**src/rtl/mux_rr_arbiter_pkg.sv**
```systemverilog
// Shared definitions for mux_rr_arbiter: 1-bit FSM state encodings and the
// reset value of the round-robin "last granted" pointer.
package mux_rr_arbiter_pkg;

  typedef enum logic {
    IDLE = 1'b0,
    FULL = 1'b1
  } arb_state_t;

  // Last=1 at reset so requester 0 wins the first tie.
  localparam logic LAST_RESET = 1'b1;

endpackage

```
**src/rtl/mux_rr_arbiter_mux2x1.sv**
```systemverilog
// Plain 2:1 word selector used as the arbiter's data path (S=0 -> A, S=1 -> B).
module mux2x1 #(
  parameter int WIDTH = 8
) (
  input  logic [WIDTH-1:0] A,
  input  logic [WIDTH-1:0] B,
  input  logic             S,
  output logic [WIDTH-1:0] Y
);

  assign Y = S ? B : A;

endmodule

```
**src/rtl/mux_rr_arbiter.sv**
```systemverilog
// Two-requester round-robin arbiter feeding a registered Valid/Ready output word.
// Optional per-requester saturating grant counters when GRANT_CNT_EN is defined.
module mux_rr_arbiter
  import mux_rr_arbiter_pkg::*;
#(
  parameter int WIDTH = 8,
  parameter int CNT_W = 16
) (
  input  logic             clk,
  input  logic             rst,
  input  logic             Req0,
  input  logic             Req1,
  input  logic [WIDTH-1:0] In0,
  input  logic [WIDTH-1:0] In1,
  output logic             Gnt0,
  output logic             Gnt1,
  output logic [WIDTH-1:0] Y,
  output logic             Valid,
  input  logic             Ready,
`ifdef GRANT_CNT_EN
  output logic [CNT_W-1:0] Cnt0,
  output logic [CNT_W-1:0] Cnt1,
`endif
  output logic             Sel
);

  arb_state_t       state_reg;
  logic [WIDTH-1:0] y_reg;
  logic             sel_reg;
  logic             last_reg;
  logic [WIDTH-1:0] mux_y;
  logic             choice;
  logic             load;

  // A tie goes to whoever was not served last; a lone request always wins.
  assign choice = (Req0 && Req1) ? ~last_reg : Req1;
  assign load   = !rst && (Req0 || Req1) &&
                  ((state_reg == IDLE) || ((state_reg == FULL) && Ready));

  assign Gnt0  = load && !choice;
  assign Gnt1  = load && choice;
  assign Y     = y_reg;
  assign Sel   = sel_reg;
  assign Valid = (state_reg == FULL);

  mux2x1 #(.WIDTH(WIDTH)) u_mux (
    .A (In0),
    .B (In1),
    .S (choice),
    .Y (mux_y)
  );

  always_ff @(posedge clk) begin
    if (rst) begin
      state_reg <= IDLE;
      y_reg     <= '0;
      sel_reg   <= 1'b0;
      last_reg  <= LAST_RESET;
    end else if (load) begin
      state_reg <= FULL;
      y_reg     <= mux_y;
      sel_reg   <= choice;
      last_reg  <= choice;
    end else if ((state_reg == FULL) && Ready) begin
      state_reg <= IDLE;
    end
  end

`ifdef GRANT_CNT_EN
  logic [CNT_W-1:0] cnt0_reg;
  logic [CNT_W-1:0] cnt1_reg;

  always_ff @(posedge clk) begin
    if (rst) begin
      cnt0_reg <= '0;
      cnt1_reg <= '0;
    end else begin
      if (Gnt0 && !(&cnt0_reg)) cnt0_reg <= cnt0_reg + 1'b1;
      if (Gnt1 && !(&cnt1_reg)) cnt1_reg <= cnt1_reg + 1'b1;
    end
  end

  assign Cnt0 = cnt0_reg;
  assign Cnt1 = cnt1_reg;
`endif

endmodule

```
**config.mk**
```make
export PLATFORM = sky130hd
export DESIGN_NAME = mux_rr_arbiter
export DESIGN_NICKNAME = d
export VERILOG_FILES = /design/src/rtl/mux_rr_arbiter_pkg.sv /design/src/rtl/mux_rr_arbiter_mux2x1.sv /design/src/rtl/mux_rr_arbiter.sv
export SDC_FILE = /design/constraint.sdc
export NUM_CORES = 1
export LEC_CHECK = 0
export BUFFER_PORTS_ARGS = -buffer_cell sky130_fd_sc_hd__clkbuf_2
export CORE_UTILIZATION = 40
export CTS_CLUSTER_SIZE = 12
export DETAILED_ROUTE_END_ITERATION = 16
export HOLD_SLACK_MARGIN = 0.15
export PLACE_DENSITY = 0.77
export SLEW_MARGIN = 20
export SYNTH_ARGS = -nofsm -noshare
export SYNTH_HDL_FRONTEND = slang
export SYNTH_SLANG_ARGS = --single-unit
```
**constraint.sdc**
```tcl
create_clock -name clk -period 1.3 [get_ports clk]
set_input_delay 0 -clock clk [delete_from_list [all_inputs] [get_ports clk]]
set_output_delay 0 -clock clk [all_outputs]
set_load 0.01 [all_outputs]
```
==> qor.csv, run 1 <==
stage,metric,value,unit
clock_tree,buffer cell driving the clock tree root,sky130_fd_sc_hd__clkbuf_4,
final_layout,final instance area,953,um2
pwr,VDD IR-drop max,675,uV
global_route,first-pass GRT wire length,2640,um
floorplan,Die Y-Extent,38.6,um
sta,Slew @ Worst Pin,0.371,ns
run_status,outcome,completed,
drt,per-cell routed wire length,13.3,um
pwr,power density normalized to cell area,919,nW/um2
drt,antenna-violating nets left,0,
clock_tree,level count of the clock H-tree,1,
sta,setup repair after global routing missed its margin,false,
yosys,average footprint of a synthesized cell,8.50,um2
setup_path,crit end category,flop,
drt,wire length after detailed routing,1770,um
pwr,internal portion of total power,0.617,mW
pwr,Static Leakage,0.453,nW
drt,via count,695,
global_route,vias in the first global route,578,
floorplan,Std-Cell Core Area,1170,um2
setup_path,WP buf/inv,0,
sta,least setup slack across all paths after layout,0.0893,ns
pwr,Clock power frac,28.3,%
final_layout,Reg area,220,um2
sta,count of pins over their slew limit,0,
drt,via count normalized by instance count,5.23,
pwr,Comb power frac,28.2,%
final_layout,"flip-flop count of the largest register, all copies and words added",8,
clock_tree,sink count of the clock tree,11,
yosys,biggest area contributors in the synthesized netlist,"sky130_fd_sc_hd__dfxtp_1 41%, sky130_fd_sc_hd__a311oi_1 13%, sky130_fd_sc_hd__nand2_1 12%",
setup_path,crit-path cells,a21bo_1 > nand2_1 > a311oi_1,
floorplan,Starting Density,45.7,%
pwr,proportion of total power due to net switching,29.6,%
placement,Area after DPL,694,um2
yosys,count of unique library cells instantiated by Yosys,19,
sta,highest clock rate,0.826,GHz
global_route,global router's overall resource usage,26.3,%
sta,slew margin rel.,75.2,%
final_layout,Syn-to-layout area delta,78.0,%
sta,final hold violation count,0,
setup_path,longest individual stage delay on the worst path,0.42,ns
setup_path,Worst Setup Path Type,reg -> reg,
yosys,Mapped Area,536,um2
yosys,Gate Count Post-Synth,63,
flow_run,maxcap violations,0,
sta,final clock skew,0.00295,ns
clock_tree,clock transition at the registers of the reported paths,0.07,ns
yosys,Yosys top cell area share,41.1,%
global_route,pin count of the biggest net entering global routing,11,
final_layout,share of final-layout standard cells stronger than drive strength 1,37.8,%
yosys,post-synth net total,84,
setup_path,critical path's slowest cell,sky130_fd_sc_hd__dfxtp_1,
placement,Worst Setup Slack post-DPL,0.0843,ns
final_layout,area used by multi-input combinational logic,283,um2
global_route,number of antenna violations at the first check in global routing,0,
yosys,yosys synthesis warning count,0,
placement,Detailed Place HPWL,971,um
drt,first-pass iteration count of the detailed router,4,
setup_path,dominant delay contributor by cell family on the critical path,compound AO/OA/AOI/OAI gates,
floorplan,number of top-level pins,33,
clock_tree,total clock buffers created by CTS,3,
floorplan,Die Area,1490,um2
floorplan,Row Count,12,
yosys,synthesis-stage register bit count,11,
min_path,worst hold path type,in -> reg,
setup_path,Setup crit start,last_reg$_SDFFE_PP1P_,
global_route,residual overflow from global routing,0,
setup_path,Required @ worst endpoint,1.49,ns
drt,initial detailed-routing violation count,13,
sta,setup_tns,0,ns
sta,post-route minimum period,1.21,ns
yosys,sequential element share of the synthesized area,41.1,%
sta,final period utilization,93.1,%
clock_tree,CTS Buffer Depth,2,
pwr,Flop pwr share,43.5,%
final_layout,number of inserted filler cells in the final layout,73,
placement,# port buffers,32,
placement,Routability Congestion,0.721,
setup_path,Max Fanout on Critical Path,8,
yosys,cell accounting for the most synthesized area,sky130_fd_sc_hd__dfxtp_1,
clock_tree,clock latency reported for the late side of the worst-skew pair,0.28,ns
final_layout,final-stage net count,141,
clock_tree,clock tree from TritonCTS,yes,
pwr,net switching power,0.260,mW
sta,count of final setup violators,0,
drt,number of remaining DRC errors,0,
setup_path,startpoint type of the worst setup path,flop,
final_layout,number of diodes,0,
pwr,Final Power,0.876,mW
setup_path,startpoint of the lowest-slack register-to-register path,last_reg$_SDFFE_PP1P_,
floorplan,width of the chip,38.6,um
min_path,launch point of the worst hold path,Req0,
setup_path,CP Data Arrival Time,1.40,ns
metal layers:
layer	part of all wire [%]	routed length [um]	global-route usage, %
met1	39	687	30.2
met2	50	889	45.8
met3	10	180	7.51
met4	0.68	12	8.62
met5	0	0	0
stage by stage:
| stage | utilization (%) | cells | hold WS [ns] |
|---|---|---|---|
| finish | 81.4 | 133 | 0.136 |
| global placement | 59.3 | 107 | 0.248 |
| floorplan | - | 63 | 0.0944 |
| global route | 81.4 | 133 | 0.157 |
| detailed placement | 59.3 | 107 | 0.253 |
| CTS | 78.6 | 131 | 0.176 |
power by group through the flow:
stage / clock network [mW] / registers (mW) / logic (mW)
final: 0.248 / 0.381 / 0.247
after global routing: 0.267 / 0.385 / 0.267
after CTS: 0.242 / 0.380 / 0.225
after detailed placement: 0 / 0.388 / 0.179
after global placement: 0 / 0.387 / 0.176
after floorplan: 0 / 0.398 / 0.0953
area by class of cell:
class	count	area share (%)
inverter	1	0.394
sequential	11	23.1
multi-input combinational	47	29.7
tap	14	1.84
timing repair buffer	56	42.3
clock buffer	4	2.76
cell usage in the layout, fill, tap and decap left out, types with 2 or more instances in the layout:
cell                             n
sky130_fd_sc_hd__clkbuf_2       32
sky130_fd_sc_hd__nand2_1        17
sky130_fd_sc_hd__buf_4           3
sky130_fd_sc_hd__a21oi_1        10
sky130_fd_sc_hd__clkbuf_4        3
sky130_fd_sc_hd__nor2_1          2
sky130_fd_sc_hd__dlygate4sd3_1  20
sky130_fd_sc_hd__a311oi_1        8
sky130_fd_sc_hd__dfxtp_1        11
cell usage after synthesis:
| master | number |
|---|---|
| sky130_fd_sc_hd__inv_2 | 1 |
| sky130_fd_sc_hd__nor2_1 | 3 |
| sky130_fd_sc_hd__clkbuf_8 | 1 |
| sky130_fd_sc_hd__dfxtp_1 | 11 |
| sky130_fd_sc_hd__o21bai_1 | 1 |
| sky130_fd_sc_hd__buf_6 | 1 |
| sky130_fd_sc_hd__a21bo_1 | 1 |
| sky130_fd_sc_hd__a21boi_4 | 1 |
| sky130_fd_sc_hd__a21oi_1 | 10 |
| sky130_fd_sc_hd__a311oi_1 | 8 |
| sky130_fd_sc_hd__buf_2 | 1 |
| sky130_fd_sc_hd__nand2_1 | 17 |
| sky130_fd_sc_hd__clkbuf_1 | 1 |
| sky130_fd_sc_hd__o21ai_0 | 1 |
| sky130_fd_sc_hd__nor2b_1 | 1 |
| sky130_fd_sc_hd__nand3_2 | 1 |
| sky130_fd_sc_hd__nand2b_1 | 1 |
| sky130_fd_sc_hd__o21ba_2 | 1 |
| sky130_fd_sc_hd__a211o_1 | 1 |
logic make-up after synthesis:
logic type | after synthesis | share of synthesized area, %
simple gates | 23 | 18.2
compound gates | 24 | 33.6
buf+inv | 5 | 7.01
flops | 11 | 41.1
worst min-delay path, stage by stage:
cell                       delay (ns)
sky130_fd_sc_hd__clkbuf_2        0.14
sky130_fd_sc_hd__a21boi_4        0.09
sky130_fd_sc_hd__nand3_2         0.08
sky130_fd_sc_hd__a21oi_1         0.06
path summary, 6_finish.rpt:
kind | end | slack, ns | depth (start not counted)
worst max-delay path | Y[7]$_SDFFE_PP0P_ | 0.09 | 3
worst min-delay path | Sel$_SDFFE_PP0P_ | 0.14 | 4
worst max register to register | Y[7]$_SDFFE_PP0P_ | 0.09 | 3
worst min register to register | Sel$_SDFFE_PP0P_ | 0.48 | 2
repair_timing:
action / 4_1_cts / 5_1_grt
hold endpoints to repair: 10 / 0
setup buffers: 0 / 2
hold buffers: 20 / 0
setup endpoints to repair: 0 / 9
resized for setup: 0 / 2
(Power assumes the default switching activity.)
==> run 2, diff against run 1 <==
==> constraint.sdc (replaced) <==
create_clock -name clk -period 1.3 [get_ports clk]
set_input_delay 0.13 -clock clk [delete_from_list [all_inputs] [get_ports clk]]
set_output_delay 0.13 -clock clk [all_outputs]
set_load 0.01 [all_outputs]
==> run 2 against run 1 <==
Wire length down 4.3%. Largest cell class unchanged. Critical path depth up 1. Register-to-register slack better by 0.03 ns. Worst setup slack worse by 0.026 ns. Non-clock buffer count down 3. Sequential cell count unchanged.
==> qor.csv, run 2 (synthesized netlist as in run 1, its figures left out) <==
stage,metric,value,unit,change
setup_path,startpoint of the lowest-slack register-to-register path,last_reg$_SDFFE_PP1P_,,unchanged
sta,slew margin rel.,78.1,%,was 75.2%
clock_tree,total clock buffers created by CTS,3,,unchanged
sta,least setup slack across all paths after layout,0.0635,ns,was 0.0893 ns
final_layout,"flip-flop count of the largest register, all copies and words added",8,,unchanged
drt,wire length after detailed routing,1690,um,was 1770 um
sta,count of final setup violators,0,,unchanged
sta,count of pins over their slew limit,0,,unchanged
setup_path,Required @ worst endpoint,1.17,ns,was 1.49 ns
floorplan,width of the chip,38.6,um,unchanged
floorplan,number of top-level pins,33,,unchanged
setup_path,Setup crit end,Gnt1,,was Y[7]$_SDFFE_PP0P_
setup_path,Max Fanout on Critical Path,3,,was 8
final_layout,"most common cell after layout, fill and taps aside",sky130_fd_sc_hd__clkbuf_2,,unchanged
clock_tree,sink count of the clock tree,11,,unchanged
placement,# port buffers,32,,unchanged
final_layout,Reg area,221,um2,was 220 um2
placement,Worst Setup Slack post-DPL,0.0987,ns,was 0.0843 ns
run_status,outcome,completed,,unchanged
floorplan,Starting Density,45.7,%,unchanged
clock_tree,level count of the clock H-tree,1,,unchanged
floorplan,Std-Cell Core Area,1170,um2,unchanged
drt,per-cell routed wire length,13.0,um,was 13.3 um
floorplan,Die Y-Extent,38.6,um,unchanged
setup_path,crit-path cells,a21boi_4 > nand3_2 > inv_2 > clkbuf_2,,was a21bo_1 > nand2_1 > a311oi_1
drt,antenna-violating nets left,0,,unchanged
placement,Detailed Place HPWL,958,um,was 971 um
setup_path,Setup crit start,last_reg$_SDFFE_PP1P_,,unchanged
clock_tree,CTS Buffer Depth,2,,unchanged
setup_path,Register-to-Register Setup Slack,0.12,ns,was 0.09 ns
floorplan,Die Area,1490,um2,unchanged
setup_path,longest individual stage delay on the worst path,0.35,ns,was 0.42 ns
drt,number of remaining DRC errors,0,,unchanged
clock_tree,clock latency reported for the late side of the worst-skew pair,0.28,ns,about the same
clock_tree,clock tree from TritonCTS,yes,,unchanged
sta,final period utilization,95.1,%,was 93.1%
final_layout,Syn-to-layout area delta,70.8,%,was 78.0%
sta,final hold violation count,0,,unchanged
pwr,power density normalized to cell area,944,nW/um2,was 919 nW/um2
flow_run,maxcap violations,0,,unchanged
global_route,pin count of the biggest net entering global routing,12,,was 11
global_route,vias in the first global route,666,,was 578
global_route,residual overflow from global routing,0,,unchanged
drt,via count,663,,was 695
final_layout,area used by multi-input combinational logic,288,um2,was 283 um2
sta,setup repair after global routing missed its margin,false,,unchanged
final_layout,number of inserted filler cells in the final layout,84,,was 73
drt,first-pass iteration count of the detailed router,4,,unchanged
setup_path,worst reg2reg endpoint,Y[7]$_SDFFE_PP0P_,,unchanged
final_layout,final-stage net count,138,,was 141
clock_tree,clock transition at the registers of the reported paths,0.08,ns,was 0.07 ns
setup_path,logic depth of the worst register-to-register path,5,,was 3
pwr,VDD IR-drop max,666,uV,was 675 uV
pwr,Static Leakage,0.441,nW,was 0.453 nW
clock_tree,buffer cell driving the clock tree root,sky130_fd_sc_hd__clkbuf_4,,unchanged
setup_path,crit end category,primary output,,was flop
drt,via count normalized by instance count,5.10,,was 5.23
sta,Slew @ Worst Pin,0.328,ns,was 0.371 ns
final_layout,share of final-layout standard cells stronger than drive strength 1,40.5,%,was 37.8%
setup_path,critical path's slowest cell,sky130_fd_sc_hd__dfxtp_2,,was sky130_fd_sc_hd__dfxtp_1
global_route,global router's overall resource usage,26.9,%,was 26.3%
final_layout,utilization after layout,78.1,%,was 81.4%
drt,initial detailed-routing violation count,19,,was 13
sta,final clock skew,0.00723,ns,was 0.00295 ns
min_path,worst hold path type,in -> reg,,unchanged
setup_path,startpoint type of the worst setup path,flop,,unchanged
floorplan,Row Count,12,,unchanged
global_route,number of antenna violations at the first check in global routing,0,,unchanged
global_route,first-pass GRT wire length,2650,um,was 2640 um
sta,setup_tns,0,ns,unchanged
final_layout,"top library cells by usage in the layout, fill and taps aside","32 x sky130_fd_sc_hd__clkbuf_2, 17 x sky130_fd_sc_hd__nand2_1, 16 x sky130_fd_sc_hd__dlygate4sd3_1, 10 x sky130_fd_sc_hd__dfxtp_1, 10 x sky130_fd_sc_hd__a21oi_1",,"was 32 x sky130_fd_sc_hd__clkbuf_2, 20 x sky130_fd_sc_hd__dlygate4sd3_1, 17 x sky130_fd_sc_hd__nand2_1, 11 x sky130_fd_sc_hd__dfxtp_1, 10 x sky130_fd_sc_hd__a21oi_1"
sta,highest clock rate,0.809,GHz,was 0.826 GHz
placement,Routability Congestion,0.702,,was 0.721
sta,post-route minimum period,1.24,ns,was 1.21 ns
setup_path,Worst Setup Path Type,reg -> out,,was reg -> reg
pwr,Final Power,0.863,mW,was 0.876 mW
final_layout,number of diodes,0,,unchanged
setup_path,CP Data Arrival Time,1.11,ns,was 1.40 ns
[run 2: cell types whose count changed in the layout (fill, tap and decap cells not counted), sizes merged]
| cell | before | now |
|---|---|---|
| dlygate4sd3 | 20 | 16 |
| buf | 4 | 5 |
[run 2: report_power, final]
group | leakage [nW] | switching [mW] | total, mW | internal, mW
combinational | 0.336 | 0.111 | 0.236 | 0.124
clock | 0.0150 | 0.127 | 0.246 | 0.119
sequential | 0.0908 | 0.0165 | 0.381 | 0.365
total | 0.441 | 0.255 | 0.863 | 0.608
[run 2: what timing repair did]
action                                 in CTS  in global routing
resized for setup                           0                  3
setup buffers                               3                  0
hold buffers                               16                  0
pin swaps                                   1                  0
setup endpoints to repair                   1                  3
endpoints found under the hold margin       8                  0
[run 2: how the worst min path moves through the flow]
stage	startpoint	to	slack, ns	cells after the start
2_1_floorplan	rst	last_reg$_SDFFE_PP1P_	0.22	1
3_3_place_gp	In0[3]	Y[3]$_SDFFE_PP0P_	0.38	3
3_5_place_dp	In1[2]	Y[2]$_SDFFE_PP0P_	0.39	3
4_1_cts	Req1	Valid$_SDFFE_PP0P_	0.17	3
5_1_grt	Req1	Valid$_SDFFE_PP0P_	0.21	3
6_report	Req1	Valid$_SDFFE_PP0P_	0.16	3
[run 2: worst max-delay path, delay by kind of cell, from the launching register on]
family	cells	cell delay [ns]
DFF	1	0.35
buffers and inverters	2	0.20
AOI/OAI and AO/OA	1	0.17
and+or+nand+nor	1	0.11
[run 2: layout make-up]
type,instances,share of cell area [%]
timing repair buffer,53,39.1
sequential,11,24.2
tap,14,1.92
clock buffer,4,2.87
multi-input combinational,47,31.5
inverter,1,0.410
[run 2: through the flow]
stage,instance area (um2),std cells,hold WS (ns)
global route,915,130,0.207
floorplan,536,63,0.224
global placement,694,107,0.380
detailed placement,694,107,0.387
finish,915,130,0.164
CTS,903,130,0.168
[run 2: routing by layer]
metal	GRT usage, %	up-vias	share of wire [%]
li1	-	335	-
met1	30.7	300	43
met2	47.1	26	52
met3	5.20	2	4.1
met4	12.9	0	0.95
met5	0	-	0
==> run 3, diff against run 2 <==
Settings changed: CORE_UTILIZATION 40 to 42, PLACE_DENSITY 0.77 to 0.78, SYNTH_HIERARCHICAL set to 1.
==> run 3 against run 2 <==
The run now ends with setup timing left. Power decreased by 1.1%. Count of clock-buffer cells in the layout stayed put. Highest routed layer unchanged. Critical endpoint is now Y[3]$_SDFFE_PP0P_. Non-clock buffer count down 12. Global-route usage is 5.3 points lower. Register-to-register slack got worse by 0.14 ns. Synthesized cell count decreased by 4.8%.
==> qor.csv, run 3 <==
stage,metric,value,unit,change
sta,slew margin rel.,76.8,%,was 78.1%
final_layout,number of diodes,0,,unchanged
sta,final hold violation count,0,,unchanged
drt,per-cell routed wire length,12.7,um,was 13.0 um
global_route,first-pass GRT wire length,2250,um,was 2650 um
final_layout,filler-free cell count of the finished design,116,,was 130
placement,Placed Instances,104,,was 107
yosys,biggest area contributors in the synthesized netlist,"sky130_fd_sc_hd__dfxtp_1 36%, sky130_fd_sc_hd__mux2_4 19%, sky130_fd_sc_hd__nand3b_1 9.7%",,"was sky130_fd_sc_hd__dfxtp_1 41%, sky130_fd_sc_hd__a311oi_1 13%, sky130_fd_sc_hd__nand2_1 12%"
drt,wire length after detailed routing,1470,um,was 1690 um
floorplan,Starting Density,46.2,%,was 45.7%
drt,number of remaining DRC errors,0,,unchanged
setup_path,crit end category,flop,,was primary output
final_layout,"top library cells by usage in the layout, fill and taps aside","30 x sky130_fd_sc_hd__clkbuf_2, 10 x sky130_fd_sc_hd__a21oi_1, 9 x sky130_fd_sc_hd__dfxtp_1, 9 x sky130_fd_sc_hd__buf_4",,"was 32 x sky130_fd_sc_hd__clkbuf_2, 17 x sky130_fd_sc_hd__nand2_1, 16 x sky130_fd_sc_hd__dlygate4sd3_1, 10 x sky130_fd_sc_hd__dfxtp_1, 10 x sky130_fd_sc_hd__a21oi_1"
final_layout,number of inserted filler cells in the final layout,109,,was 84
placement,Area after DPL,785,um2,was 694 um2
min_path,count of cells along the worst hold path,3,,unchanged
sta,highest clock rate,0.757,GHz,was 0.809 GHz
global_route,global router's overall resource usage,21.6,%,was 26.9%
sta,count of pins over their slew limit,0,,unchanged
yosys,portion of netlist area occupied by mux cells,19.5,%,was 0%
yosys,Yosys top cell area share,35.7,%,was 41.1%
yosys,"synthesized-area fraction occupied by ao, oa, aoi and oai cells",18.7,%,was 33.6%
setup_path,Max Fanout on Critical Path,7,,was 3
run_status,outcome,"complete, but fails checks",,was completed
clock_tree,clock transition at the registers of the reported paths,0.07,ns,was 0.08 ns
clock_tree,clock tree from TritonCTS,yes,,unchanged
floorplan,Die Y-Extent,40.3,um,was 38.6 um
yosys,Synth async-reset ratio,0,%,unchanged
yosys,"share of synthesized cell area in and, or, nand and nor gates",20.5,%,was 18.2%
sta,count of final setup violators,7,,was 0
sta,final clock skew,0.00136,ns,was 0.00723 ns
setup_path,CP Data Arrival Time,1.47,ns,was 1.11 ns
yosys,synthesis-stage register bit count,11,,unchanged
sta,final period utilization,102,%,was 95.1%
yosys,number of enable flip-flop cells after synthesis,0,,unchanged
pwr,power density normalized to cell area,965,nW/um2,was 944 nW/um2
yosys,flip-flop cell with the highest count after synthesis,sky130_fd_sc_hd__dfxtp_1,,unchanged
yosys,most common cell in the netlist,sky130_fd_sc_hd__dfxtp_1,,was sky130_fd_sc_hd__nand2_1
yosys,yosys synthesis warning count,6,,was 0
yosys,Gate Count Post-Synth,60,,was 63
sta,post-route minimum period,1.32,ns,was 1.24 ns
clock_tree,clock latency reported for the late side of the worst-skew pair,0.27,ns,was 0.28 ns
clock_tree,sink count of the clock tree,11,,unchanged
final_layout,final instance area,885,um2,was 915 um2
floorplan,Row Count,13,,was 12
placement,Routability Congestion,0.774,,was 0.702
placement,# port buffers,32,,unchanged
global_route,pin count of the biggest net entering global routing,19,,was 12
floorplan,width of the chip,40.3,um,was 38.6 um
final_layout,Syn-to-layout area delta,43.4,%,was 70.8%
yosys,post-synth net total,81,,was 84
floorplan,number of top-level pins,33,,unchanged
global_route,vias in the first global route,544,,was 666
flow_run,maxcap violations,0,,unchanged
global_route,number of antenna violations at the first check in global routing,0,,unchanged
drt,first-pass iteration count of the detailed router,4,,unchanged
min_path,worst hold path type,in -> reg,,unchanged
run_status,violations in the final reports,setup timing,,
yosys,Mapped Area,617,um2,was 536 um2
yosys,average footprint of a synthesized cell,10.3,um2,was 8.50 um2
pwr,VDD IR-drop max,511,uV,was 666 uV
final_layout,share of final-layout standard cells stronger than drive strength 1,59.4,%,was 40.5%
setup_path,Required @ worst endpoint,1.45,ns,was 1.17 ns
final_layout,utilization after layout,66.3,%,was 78.1%
clock_tree,CTS Buffer Depth,2,,unchanged
drt,via count,586,,was 663
yosys,synthesized-area fraction occupied by adder cells,0,%,unchanged
drt,via count normalized by instance count,5.05,,was 5.10
clock_tree,buffer cell driving the clock tree root,sky130_fd_sc_hd__clkbuf_4,,unchanged
yosys,cell accounting for the most synthesized area,sky130_fd_sc_hd__dfxtp_1,,unchanged
final_layout,final-stage net count,123,,was 138
placement,Detailed Place HPWL,943,um,was 958 um
floorplan,Die Area,1630,um2,was 1490 um2
final_layout,"flip-flop count of the largest register, all copies and words added",8,,unchanged
setup_path,Worst Setup Path Type,reg -> reg,,was reg -> out
global_route,residual overflow from global routing,0,,unchanged
setup_path,logic depth of the worst register-to-register path,5,,unchanged
sta,least setup slack across all paths after layout,-0.0207,ns,was 0.0635 ns
clock_tree,total clock buffers created by CTS,3,,unchanged
sta,setup repair after global routing missed its margin,true,,was false
setup_path,startpoint type of the worst setup path,flop,,unchanged
yosys,largest family of logic cells by synthesized area,simple AND/OR/NAND/NOR gates,,was compound AO/OA/AOI/OAI gates
sta,Slew @ Worst Pin,0.348,ns,was 0.328 ns
clock_tree,number of buffers inserted for hold repair after clock tree synthesis,0,,was 16
pwr,Static Leakage,0.435,nW,was 0.441 nW
drt,initial detailed-routing violation count,11,,was 19
floorplan,Std-Cell Core Area,1330,um2,was 1170 um2
yosys,count of unique library cells instantiated by Yosys,19,,unchanged
yosys,leading post-synthesis cells by instance count,"11 x sky130_fd_sc_hd__dfxtp_1, 10 x sky130_fd_sc_hd__a21oi_1, 8 x sky130_fd_sc_hd__mux2_4, 8 x sky130_fd_sc_hd__nand3b_1, 8 x sky130_fd_sc_hd__o21ai_0",,"was 17 x sky130_fd_sc_hd__nand2_1, 11 x sky130_fd_sc_hd__dfxtp_1, 10 x sky130_fd_sc_hd__a21oi_1, 8 x sky130_fd_sc_hd__a311oi_1, 3 x sky130_fd_sc_hd__nor2_1"
final_layout,"most common cell after layout, fill and taps aside",sky130_fd_sc_hd__clkbuf_2,,unchanged
drt,antenna-violating nets left,0,,unchanged
yosys,sequential element share of the synthesized area,35.7,%,was 41.1%
yosys,XOR/XNOR Fraction of Synth Area,0,%,unchanged
clock_tree,level count of the clock H-tree,1,,unchanged
[run 3: cell types whose count changed after synthesis, sizes merged, moves of 2 or more]
cell    before  now
nand2       17    1
mux2         0    8
a311oi       8    0
nand3b       0    8
and3         0    2
nor2         3    1
o21ai        1    9
[run 3: kinds of logic after synthesis]
logic type             after synthesis
buffers and inverters                5
multiplexers                         8
AO/OA/AOI/OAI                       21
AND/OR/NAND/NOR                     15
flip-flops                          11
[run 3: worst max-delay path, stage by stage, from the launching register on]
cell and delay (ns):
sky130_fd_sc_hd__dfxtp_2 0.34, sky130_fd_sc_hd__a21boi_4 0.24, sky130_fd_sc_hd__buf_4 0.18, sky130_fd_sc_hd__mux2_4 0.29, sky130_fd_sc_hd__nand3b_1 0.09, sky130_fd_sc_hd__a21oi_1 0.07
[run 3: metrics by stage]
step | setup TNS [ns] | hold WS, ns | power [mW] | worst slack, ns
floorplan | 0 | 0.256 | 0.519 | 0.0869
detailed placement | 0 | 0.469 | 0.596 | 0.0701
CTS | -0.169 | 0.200 | 0.851 | -0.0480
global route | -0.690 | 0.209 | 0.904 | -0.0920
global placement | 0 | 0.457 | 0.590 | 0.115
finish | -0.0790 | 0.201 | 0.853 | -0.0207
[run 3: worst paths after layout]
check	start	end	slack [ns]
worst max-delay path	last_reg$_SDFFE_PP1P_	Y[3]$_SDFFE_PP0P_	-0.02
worst min register to register	Y[6]$_SDFFE_PP0P_	Y[6]$_SDFFE_PP0P_	0.48
worst min-delay path	Req1	last_reg$_SDFFE_PP1P_	0.20
worst max register to register	last_reg$_SDFFE_PP1P_	Y[3]$_SDFFE_PP0P_	-0.02
[run 3: layout make-up]
class / count / area (um2) / share of cell area, %
repair buffers: 41 / 234 / 26.4
clock buffers: 4 / 26.3 / 2.97
well taps: 15 / 18.8 / 2.12
multi-input cells: 44 / 379 / 42.9
flip-flops and latches: 11 / 223 / 25.2
inverters: 1 / 3.75 / 0.424
[run 3: report_power, final]
| part | leakage, nW | switching (mW) | internal [mW] |
|---|---|---|---|
| registers | 0.0910 | 0.0134 | 0.365 |
| clock network | 0.0150 | 0.114 | 0.119 |
| logic | 0.330 | 0.105 | 0.137 |
[run 3: what timing repair did]
action,CTS,global route
resized for setup,4,4
setup endpoints to repair,2,10
cloned,0,0
setup buffers,8,1
pin swaps,2,3
[run 3: layer usage]
metal / wire [um] / vias to the layer above / track usage, %
li1: - / 301 / -
met1: 594 / 253 / 22.9
met2: 741 / 26 / 35.3
met3: 75 / 6 / 5.00
met4: 58 / 0 / 18.3
met5: 0 / - / 0
